===== config.mk =====
export PLATFORM = sky130hd
export DESIGN_NAME = aes_round_ctrl
export DESIGN_NICKNAME = d
export VERILOG_FILES = /design/src/rtl/aes_round_ctrl_pkg.sv /design/src/rtl/aes_round_cnt.sv /design/src/rtl/aes_round_ctrl.sv
export SDC_FILE = /design/constraint.sdc
export NUM_CORES = 1
export LEC_CHECK = 0
export CAP_MARGIN = 20
export CORE_UTILIZATION = 29
export DETAILED_ROUTE_END_ITERATION = 7
export SYNTH_ARGS = -nofsm -noshare
export SYNTH_HDL_FRONTEND = slang
export SYNTH_SLANG_ARGS = --single-unit

===== constraint.sdc =====
create_clock -name i_clk -period 5.5 [get_ports i_clk]
set_clock_uncertainty 0.05 [all_clocks]
set_input_delay 1.65 -clock i_clk [delete_from_list [all_inputs] [get_ports i_clk]]
set_output_delay 1.65 -clock i_clk [all_outputs]
set_load 0.005 [all_outputs]

===== src/rtl/aes_round_ctrl_pkg.sv =====
// Shared AES round-controller definitions: step codes, round counts and key-length encodings.
// Imported by the controller and its round counter.
package aes_round_ctrl_pkg;

    typedef enum logic [2:0] {
        StRes = 3'b000,
        StStl = 3'b001,
        StAdd = 3'b010,
        StSub = 3'b011,
        StShi = 3'b100,
        StMix = 3'b101,
        StInv = 3'b110,
        StFin = 3'b111
    } cs_e;

    localparam logic [3:0] NR_128 = 4'd10;
    localparam logic [3:0] NR_192 = 4'd12;
    localparam logic [3:0] NR_256 = 4'd14;

    localparam logic [1:0] KEY_LEN_128 = 2'b00;
    localparam logic [1:0] KEY_LEN_192 = 2'b01;
    localparam logic [1:0] KEY_LEN_256 = 2'b10;
    localparam logic [1:0] KEY_LEN_ILL = 2'b11;

    function automatic logic [3:0] nr_of(input logic [1:0] key_len);
        logic [3:0] nr;
        case (key_len)
            KEY_LEN_192: nr = NR_192;
            KEY_LEN_256: nr = NR_256;
            default:     nr = NR_128;
        endcase
        return nr;
    endfunction

endpackage


===== src/rtl/aes_round_cnt.sv =====
// Round counter with clear/increment/hold and comparison flags against the latched round count.
module aes_round_cnt #(
    parameter int unsigned CNT_W = 8
) (
    input  logic             i_clk,
    input  logic             i_res,
    input  logic             i_clr,
    input  logic             i_inc,
    input  logic [3:0]       i_nr,
    output logic [CNT_W-1:0] o_cot,
    output logic             o_is_zero,
    output logic             o_is_last,
    output logic             o_is_pre_last
);

    logic [CNT_W-1:0] r_cot;
    logic [CNT_W-1:0] w_nr;

    assign w_nr = CNT_W'(i_nr);

    // Clear wins over increment; neither asserted means hold.
    always_ff @(posedge i_clk or posedge i_res) begin
        if (i_res) begin
            r_cot <= '0;
        end else if (i_clr) begin
            r_cot <= '0;
        end else if (i_inc) begin
            r_cot <= r_cot + CNT_W'(1);
        end
    end

    assign o_cot         = r_cot;
    assign o_is_zero     = (r_cot == '0);
    assign o_is_last     = (r_cot == w_nr);
    assign o_is_pre_last = (r_cot == (w_nr - CNT_W'(1)));

endmodule


===== src/rtl/aes_round_ctrl.sv =====
// AES-128/192/256 round sequencer: drives step code and round counter for encrypt and decrypt,
// with optional inverse key-expansion pre-phase, start/busy/done handshake and stall.
module aes_round_ctrl
    import aes_round_ctrl_pkg::*;
#(
    parameter int unsigned CNT_W   = 8,
    parameter int unsigned KEY_PRE = 1
) (
    input  logic             i_clk,
    input  logic             i_res,
    input  logic             i_start,
    input  logic             i_dec,
    input  logic [1:0]       i_key_len,
    input  logic             i_stall,
    output logic [2:0]       o_cs,
    output logic [CNT_W-1:0] o_cot,
    output logic [3:0]       o_nr,
    output logic             o_mode_dec,
    output logic             o_busy,
    output logic             o_done,
    output logic             o_err
);

    cs_e        r_cs;
    cs_e        w_cs_d;
    logic [3:0] r_nr;
    logic       r_mode_dec;
    logic       r_err;

    logic       w_idle;
    logic       w_launch;
    logic       w_err_d;
    logic       w_clr;
    logic       w_inc;
    logic       w_is_zero;
    logic       w_is_last;
    logic       w_is_pre_last;

    aes_round_cnt #(
        .CNT_W(CNT_W)
    ) u_cnt (
        .i_clk        (i_clk),
        .i_res        (i_res),
        .i_clr        (w_clr),
        .i_inc        (w_inc),
        .i_nr         (r_nr),
        .o_cot        (o_cot),
        .o_is_zero    (w_is_zero),
        .o_is_last    (w_is_last),
        .o_is_pre_last(w_is_pre_last)
    );

    assign w_idle   = (r_cs == StRes) || (r_cs == StFin);
    assign w_launch = w_idle && i_start && (i_key_len != KEY_LEN_ILL);
    assign w_err_d  = w_idle && i_start && (i_key_len == KEY_LEN_ILL);

    always_ff @(posedge i_clk or posedge i_res) begin
        if (i_res) begin
            r_cs       <= StRes;
            r_nr       <= NR_128;
            r_mode_dec <= 1'b0;
            r_err      <= 1'b0;
        end else begin
            r_cs  <= w_cs_d;
            r_err <= w_err_d;
            if (w_launch) begin
                r_nr       <= nr_of(i_key_len);
                r_mode_dec <= i_dec;
            end
        end
    end

    always_comb begin
        w_cs_d = r_cs;
        w_clr  = 1'b0;
        w_inc  = 1'b0;
        if (w_idle) begin
            if (w_launch) begin
                w_cs_d = (i_dec && (KEY_PRE != 0)) ? StInv : StStl;
                w_clr  = 1'b1;
            end
        end else if (!i_stall) begin
            case (r_cs)
                StInv: begin
                    if (w_is_pre_last) begin
                        w_cs_d = StStl;
                        w_clr  = 1'b1;
                    end else begin
                        w_inc = 1'b1;
                    end
                end
                StStl: w_cs_d = StAdd;
                StAdd: begin
                    if (w_is_last) begin
                        w_cs_d = StFin;
                    end else if (!r_mode_dec) begin
                        w_cs_d = StSub;
                        w_inc  = 1'b1;
                    end else begin
                        // Decrypt skips MIX on the first round.
                        w_cs_d = w_is_zero ? StShi : StMix;
                    end
                end
                StSub: w_cs_d = r_mode_dec ? StAdd : StShi;
                StShi: begin
                    if (r_mode_dec) begin
                        w_cs_d = StSub;
                        w_inc  = 1'b1;
                    end else begin
                        w_cs_d = w_is_last ? StAdd : StMix;
                    end
                end
                StMix: w_cs_d = r_mode_dec ? StShi : StAdd;
                default: begin
                    w_cs_d = StRes;
                    w_clr  = 1'b1;
                end
            endcase
        end
    end

    assign o_cs       = r_cs;
    assign o_nr       = r_nr;
    assign o_mode_dec = r_mode_dec;
    assign o_busy     = !w_idle;
    assign o_done     = (r_cs == StFin);
    assign o_err      = r_err;

endmodule

# [Word level (Yosys, flattened, before mapping)]
# Index checks and enable logic that the tools add are counted.
[word_totals] output_inout_bits=19 register_bits=17 word_cells=61
[op_classes] n_mux=28 n_reduce_logical=10 n_eq_ne=16 addsub=2
[ops] cell="$mux 3" n=11
[ops] cell="$pmux 3 s6" n=1
[ops] cell="$mux 8" n=2
[ops] cell="$eq 3x3->1 const B" n=4
[ops] cell="$mux 1" n=11
[ops] cell="$add 8x1->8 const B" n=1
[ops] cell="$eq 8x4->1" n=1
[ops] cell="$eq 8x8->1" n=1
[ops] cell="$logic_not 8->1" n=1
[ops] cell="$eq 3x2->1 const B" n=2
[ops] cell="$pmux 3 s2" n=1
[ops] cell="$reduce_or 5->1" n=1
[ops] cell="$sub 4x1->5 const B" n=1
[ops] cell="$eq 2x2->1 const B" n=2
[ops] cell="$ne 2x1->1 const B" n=2
[ops] cell="$eq 3x1->1 const B" n=1
[ops] cell="$logic_and 1x1->1" n=3
[ops] cell="$logic_not 3->1" n=1
[ops] cell="$ne 3x2->1 const B" n=1
[ops] cell="$pmux 1 s3" n=1
[ops] cell="$reduce_and 3->1" n=1
[ops] cell="$eq 2x1->1 const B" n=1
[ops] cell="$ne 2x2->1 const B" n=1
[ops] cell="$pmux 1 s2" n=1
[ops] cell="other kinds (3)" n=3

# [Depth between registers and ports, before layout]
# Gate-level depths: netlist (run 1).
[logic_depth] ltp_word=8 ltp_mapped=8

# [By module]
# Synthesis (run 1) repeated with hierarchy kept, for this count alone.
[hier_totals] hier_cells=139 area_unflattened_um2=1202.4
[by_module_without_submodules] mod="aes_round_ctrl" cells_per_inst=73 n_inst=1 seq_area_each_um2=176.4 area_each_um2=628.1
[by_module_without_submodules] mod="aes_round_cnt" cells_per_inst=66 n_inst=1 seq_area_each_um2=200.2 area_each_um2=574.3

# [Least setup slack after synthesis (run 1)]
# No wires, ideal clock.
[synth_path] path_kind="input -> register" from="in i_stall" to="reg u_cnt.r_cot[3], in the netlist u_cnt.o_cot[3]" path_buffers=2 required_time_ns=5.324 setup_time_ns=0.126 arrival_time_ns=3.056 stages=6 slack_ns=2.269 cell_sequence="or2_1 -> or4_1 -> buf_4 -> and3_4 -> buf_6 -> a221o_1"
[synth_between] elab_chain_cells=3 elab_cells_between_ends=6
[synth_rtl] item="from (decl)" line="aes_round_ctrl.sv:14" source="input logic i_stall,"
[synth_rtl] item="$mux 1" line="aes_round_ctrl.sv:82" source="end else if (!i_stall) begin"
[synth_rtl] item="$mux 1" line="aes_round_ctrl.sv:77" source="if (w_idle) begin"
[synth_rtl] item="$mux 8 / $reduce_bool 2->1 (equally long branches)"
[synth_rtl] item="to (signal assigned)" line="aes_round_cnt.sv:28" source="r_cot <= r_cot + CNT_W'(1);"
[synth_rtl] item="to (decl)" line="aes_round_cnt.sv:16" source="logic [CNT_W-1:0] r_cot;"
# Parallel ways exist; a longest one is shown, timed or not.
# A chain may end at the register's enable or synchronous reset.

# [Worst setup path after layout (run 1)]
[layout_path] from="in i_stall" to="reg u_cnt.r_cot[6], in the netlist u_cnt.o_cot[6]"
# The elaborated chain is that of the path after synthesis.

==> results of run 1 <==
==> synthesized netlist by cell type, types with 3 or more instances <==
master     n
or3_1      3
inv_1      9
a31oi_1    3
a221o_1    4
nor2_1    10
a21oi_1    6
buf_4      3
or2_2      3
o22ai_1    3
nor2b_1    3
ha_1       5
nand4_1    3
clkbuf_1   5
dfrtp_1   14
nand2_1   13
nor3_1     3
nand3_1    4
and2_1     3
==> stage by stage <==
| step | power, mW | setup slack, ns | hold WS [ns] | std cells |
|---|---|---|---|---|
| finish | 0.766 | 1.96 | 0.489 | 200 |
| global route | 0.829 | 1.89 | 0.515 | 200 |
| CTS | 0.767 | 2.00 | 0.493 | 200 |
| detailed placement | 0.669 | 1.76 | 0.480 | 196 |
| global placement | 0.663 | 1.78 | 0.481 | 196 |
| floorplan | 0.525 | 2.27 | 0.460 | 136 |
==> power groups by stage <==
stage / Combinational (mW) / Sequential, mW / Clock (mW)
after detailed placement: 0.417 / 0.252 / 0
after global routing: 0.465 / 0.262 / 0.103
after global placement: 0.412 / 0.251 / 0
after CTS: 0.421 / 0.250 / 0.0961
after floorplan: 0.323 / 0.202 / 0
final: 0.423 / 0.249 / 0.0932
==> worst max-delay path: cells and delay by family <==
family	cells	cell delay, ns
buf+inv	1	0.46
compound gates	1	0.35
simple gates	3	1.16
==> metal layers <==
metal,vias up,track usage
met2,31,0.203
met5,-,0
li1,513,-
met1,494,0.172
met3,2,0.0405
met4,0,0.0333
==> cell type report <==
class,count,area share
Clock buffer,3,0.0290
Clock inverter,1,0.00351
Inverter,9,0.0237
Multi-Input combinational cell,101,0.476
Sequential cell,15,0.264
Tap cell,48,0.0421
Timing Repair Buffer,23,0.162
==> registers in the layout, summed over array words and instances, names as in the netlist <==
register,flops
o_mode_dec,1
o_err,1
u_cnt.o_cot,8
o_nr,2
o_cs,3
==> layout by cell type, fill, tap and decap left out, types with 4 or more instances in the layout <==
master,netlist,routed
ha_1,5,5
a221o_1,4,4
nand2_1,13,13
nand3_1,4,4
a21oi_1,6,6
dfrtp_1,14,14
inv_1,9,9
clkdlybuf4s50_1,0,23
nor2_1,10,10
==> path summary, 6_finish.rpt <==
path | startpoint | to | slack, ns | depth (start not counted)
max in group asynchronous | i_res | u_cnt.o_cot[2] | 3.27 | 2
setup reg to reg | u_cnt.o_cot[5] | u_cnt.o_cot[6] | 2.92 | 5
min in group asynchronous | i_res | u_cnt.o_cot[7] | 1.72 | 2
setup / recovery | i_stall | u_cnt.o_cot[6] | 1.96 | 5
hold / removal | o_nr[1] | o_nr[1] | 0.49 | 2
hold reg to reg | o_nr[1] | o_nr[1] | 0.49 | 2
==> cells by family (layout without fill, tap and decap cells) <==
family	count (synthesis)	count (layout)	synth area share
AOI/OAI and AO/OA	31	31	0.198
xor gates and xnor gates	5	5	0.0446
adders and majority gates	5	5	0.0543
buffers and inverters	20	36	0.0837
DFF	15	15	0.327
muxes	3	3	0.0283
other	2	2	0.00652
and+or+nand+nor	55	55	0.258
==> results.toml, run 1 <==
[timing]
fin_setup_tns_ns = 0
slew_headroom = 0.586
worst_pin_slew_ns = 0.621
max_freq_ghz = 0.282
hold_viol_final = 0
final_max_slew_viol_count = 0
final-setup-viol-count = 0
period_share = 0.644
period_needed_ns = 3.54
rsz0062_at_grt = "no"

[global_route]
grt_usage = 0.130
grt_pass1_wl_mm = 4.25
grt_max_degree = 18
antenna_found_initial = 0
overflow = 0
grt_pass1_vias = 919

[finish]
num_antenna_cells = 0
syn_to_final_growth_pct = 23.8
final_area_um2 = 1430
fin_nets = 165
drive_gt1_frac = 0.105
nFillCells = 411
postLayoutCoreUtil = 0.381
multi_input_area_um2 = 678
final-seq-area_um2 = 377

[logic_synthesis]
yosysTopAreaCellShare = 0.304
ys_ff_latch = 15
synth.area.top_cells = "dfrtp_1 30%, ha_1 5.4%, nand2_1 4.2%, a221o_1 3.5%, nor2_1 3.3%"
syn_inst = 136
synthFlopType = "dfrtp_1"
yosys_warnings = 0
yosysSeqAreaShare = 0.327
postSynth.asyncResetShare = 1.00
synth-edff-count = 0
synthDistinctLibCells = 48
synth_top_cell_by_area = "dfrtp_1"
synthesis.area_um2 = 1150
avgSynthCellArea_um2 = 8.46
synth_nets = 148

[place]
dpl.hpwl_mm = 1.89
postPlaceCellArea_um2 = 1380
gp_congestion = 0.841
port_buffers = 23

[pwr]
switching_share = 0.432
p_seq_frac = 0.326
combPwrFrac = 0.552
internal-power_uw = 435
peakVddDrop_mv = 0.257
power_frac_clock = 0.122
p_per_area_nw_per_um2 = 537
switching_power_uw = 331
leakagePower_nw = 0.589

[drt]
drc_errors = 0
wl_mm = 2.70
drtPass1Iterations = 4
drt_iter0_drc = 65
drt-met1-wl_mm = 1.32
wl_per_cell_um = 13.5
dr.max_layer_used = "met4"
vias = 1040
ant_nets = 0
wl_met2_mm = 1.23
met3_length_um = 142
vias_per_cell = 5.20

[critical_path]
path_cells = "clkdlybuf4s50_1 > or2_1 > or4_1 > and3_4 > a221o_1"
crit_arrival_ns = 3.62
critical_path_class = "in2reg"
max_stage_delay_ns = 0.65
cp_max_fo = 8
cp-start-kind = "input pin"
cp_slowest_cell = "or4_1"
crit_path_end_kind = "flop"
required_ns = 5.58

[floorplanning]
core_area_um2 = 3740
start_util = 0.307
io_pins = 26
dieArea_um2 = 4230
rows = 22
die_width_um = 65
die_h_um = 65

[clock_tree]
clockBufferDepth = 2
clkSinkCount = 15
worstSkewPairLatency_ns = 0.26
cts_tree = "yes"
cts.clk_slew.worst_paths_ns = 0.06
ctsHoldBuffers = 0
cts_inserted_buffers = 3
postCtsResizedCells = 0
post-cts-setup-buffers = 0
clock-root-buffer = "clkbuf_8"
cts-htree-levels = 1

[worst_hold_path]
hp-class = "reg2reg"

[run]
maxCapViolations = 0

[run_status]
status = "finished clean"
Power figures use the tool's default switching activity.
==> inputs of run 2 (changes only) <==
==> constraint.sdc (replaced) <==
create_clock -name i_clk -period 3.3 [get_ports i_clk]
set_clock_uncertainty 0.05 [all_clocks]
set_input_delay 0.99 -clock i_clk [delete_from_list [all_inputs] [get_ports i_clk]]
set_output_delay 0.99 -clock i_clk [all_outputs]
set_load 0.005 [all_outputs]
==> run 2 against run 1 <==
Net effect: first-iteration DRC count fell by 9.2%; worst setup slack got worse by 1.5 ns; utilization rose by 0.17 points; global-route usage rose by 0.92 points; largest power group unchanged.
==> results.toml, run 2 (synthesized netlist as in run 1, its figures left out) <==
[drt]
drtPass1Iterations = 4
drt_iter0_drc = 59
vias = 1039
wl_per_cell_um = 13.6
vias_per_cell = 5.17
drc_errors = 0
wl_mm = 2.73
ant_nets = 0

[timing]
final-setup-viol-count = 0
setup_ws_ns = 0.438
rsz0062_at_grt = "no"
fin_setup_tns_ns = 0
worst_pin_slew_ns = 0.608
final_max_slew_viol_count = 0
max_freq_ghz = 0.349
hold_viol_final = 0
period_needed_ns = 2.86
period_share = 0.867
slew_headroom = 0.594

[clock_tree]
ctsHoldBuffers = 0
clkSinkCount = 15
cts-htree-levels = 1
worstSkewPairLatency_ns = 0.25
cts_tree = "yes"
cts_inserted_buffers = 3
cts.clk_slew.worst_paths_ns = 0.06
clock-root-buffer = "clkbuf_8"
clockBufferDepth = 2
post-cts-setup-buffers = 0
postCtsResizedCells = 0

[finish]
final_cell_mix = "23 x clkdlybuf4s50_1, 14 x dfrtp_1, 13 x nand2_1"
final_common_cell = "clkdlybuf4s50_1"
largest_reg_flops = 8
syn_to_final_growth_pct = 24.3
fin_nets = 166
final_cells = 201
num_antenna_cells = 0
drive_gt1_frac = 0.105

[floorplanning]
die_width_um = 65
io_pins = 26
core_area_um2 = 3740
rows = 22
die_h_um = 65
dieArea_um2 = 4230
start_util = 0.307

[global_route]
grt_max_degree = 18
overflow = 0
grt_pass1_vias = 1012
grt_usage = 0.139
grt_pass1_wl_mm = 4.57
antenna_found_initial = 0

[place]
dpl_worst_slack_ns = 0.211
port_buffers = 23
gp_congestion = 0.812
dpl.hpwl_mm = 1.97
numPlacedInstances = 197

[run_status]
status = "finished clean"

[critical_path]
critical_path_class = "in2reg"
r2r_slack_ns = 0.73
crit_path_end_kind = "flop"
required_ns = 3.38
cp-start-kind = "input pin"
cp_max_fo = 8
crit_arrival_ns = 2.94

[pwr]
p_per_area_nw_per_um2 = 895
leakagePower_nw = 0.591
peakVddDrop_mv = 0.352

[run]
maxCapViolations = 0

[worst_hold_path]
hp-class = "reg2reg"
-- run 2: worst max-delay path: stages --
cell and delay (ns):
clkdlybuf4s50_1 0.45, or2_1 0.26, or4_1 0.64, and3_4 0.25, a221o_1 0.35
-- run 2: metal layers --
metal / wire [um] / vias to the layer above / share of wire / global-route usage
met4: 21 / 0 / 0.0077 / 0.0472
met1: 1260 / 494 / 0.46 / 0.181
li1: - / 513 / - / -
met2: 1320 / 28 / 0.48 / 0.217
met5: 0 / - / 0 / 0
met3: 134 / 4 / 0.049 / 0.0405
-- run 2: final cells by class --
type	instances	area (um2)
clock buffer	4	45.0
fill	403	2310
inverter	9	33.8
multi-input combinational	101	678
sequential	15	377
tap	48	60.1
timing repair buffer	24	238
-- run 2: worst paths after layout --
path | start | end | cells after the start
setup / recovery | i_stall | u_cnt.o_cot[6] | 5
hold / removal | o_nr[1] | o_nr[1] | 2
setup reg to reg | u_cnt.o_cot[5] | u_cnt.o_cot[6] | 5
hold reg to reg | o_nr[1] | o_nr[1] | 2
max in group asynchronous | i_res | o_mode_dec | 2
min in group asynchronous | i_res | u_cnt.o_cot[4] | 2
-- run 2: report_power, final --
group	switching (mW)	internal (mW)	leakage [nW]
sequential	0.161	0.258	0.189
combinational	0.325	0.390	0.379
clock	0.0620	0.0855	0.0228
-- run 2: per-stage QoR --
stage | cell area [um2] | power [mW] | hold slack [ns] | utilization
2_1_floorplan | 1150 | 0.875 | 0.460 | -
3_3_place_gp | 1390 | 1.11 | 0.468 | 0.370
3_5_place_dp | 1390 | 1.13 | 0.477 | 0.370
4_1_cts | 1430 | 1.29 | 0.489 | 0.382
5_1_grt | 1430 | 1.38 | 0.511 | 0.382
6_report | 1430 | 1.28 | 0.482 | 0.382
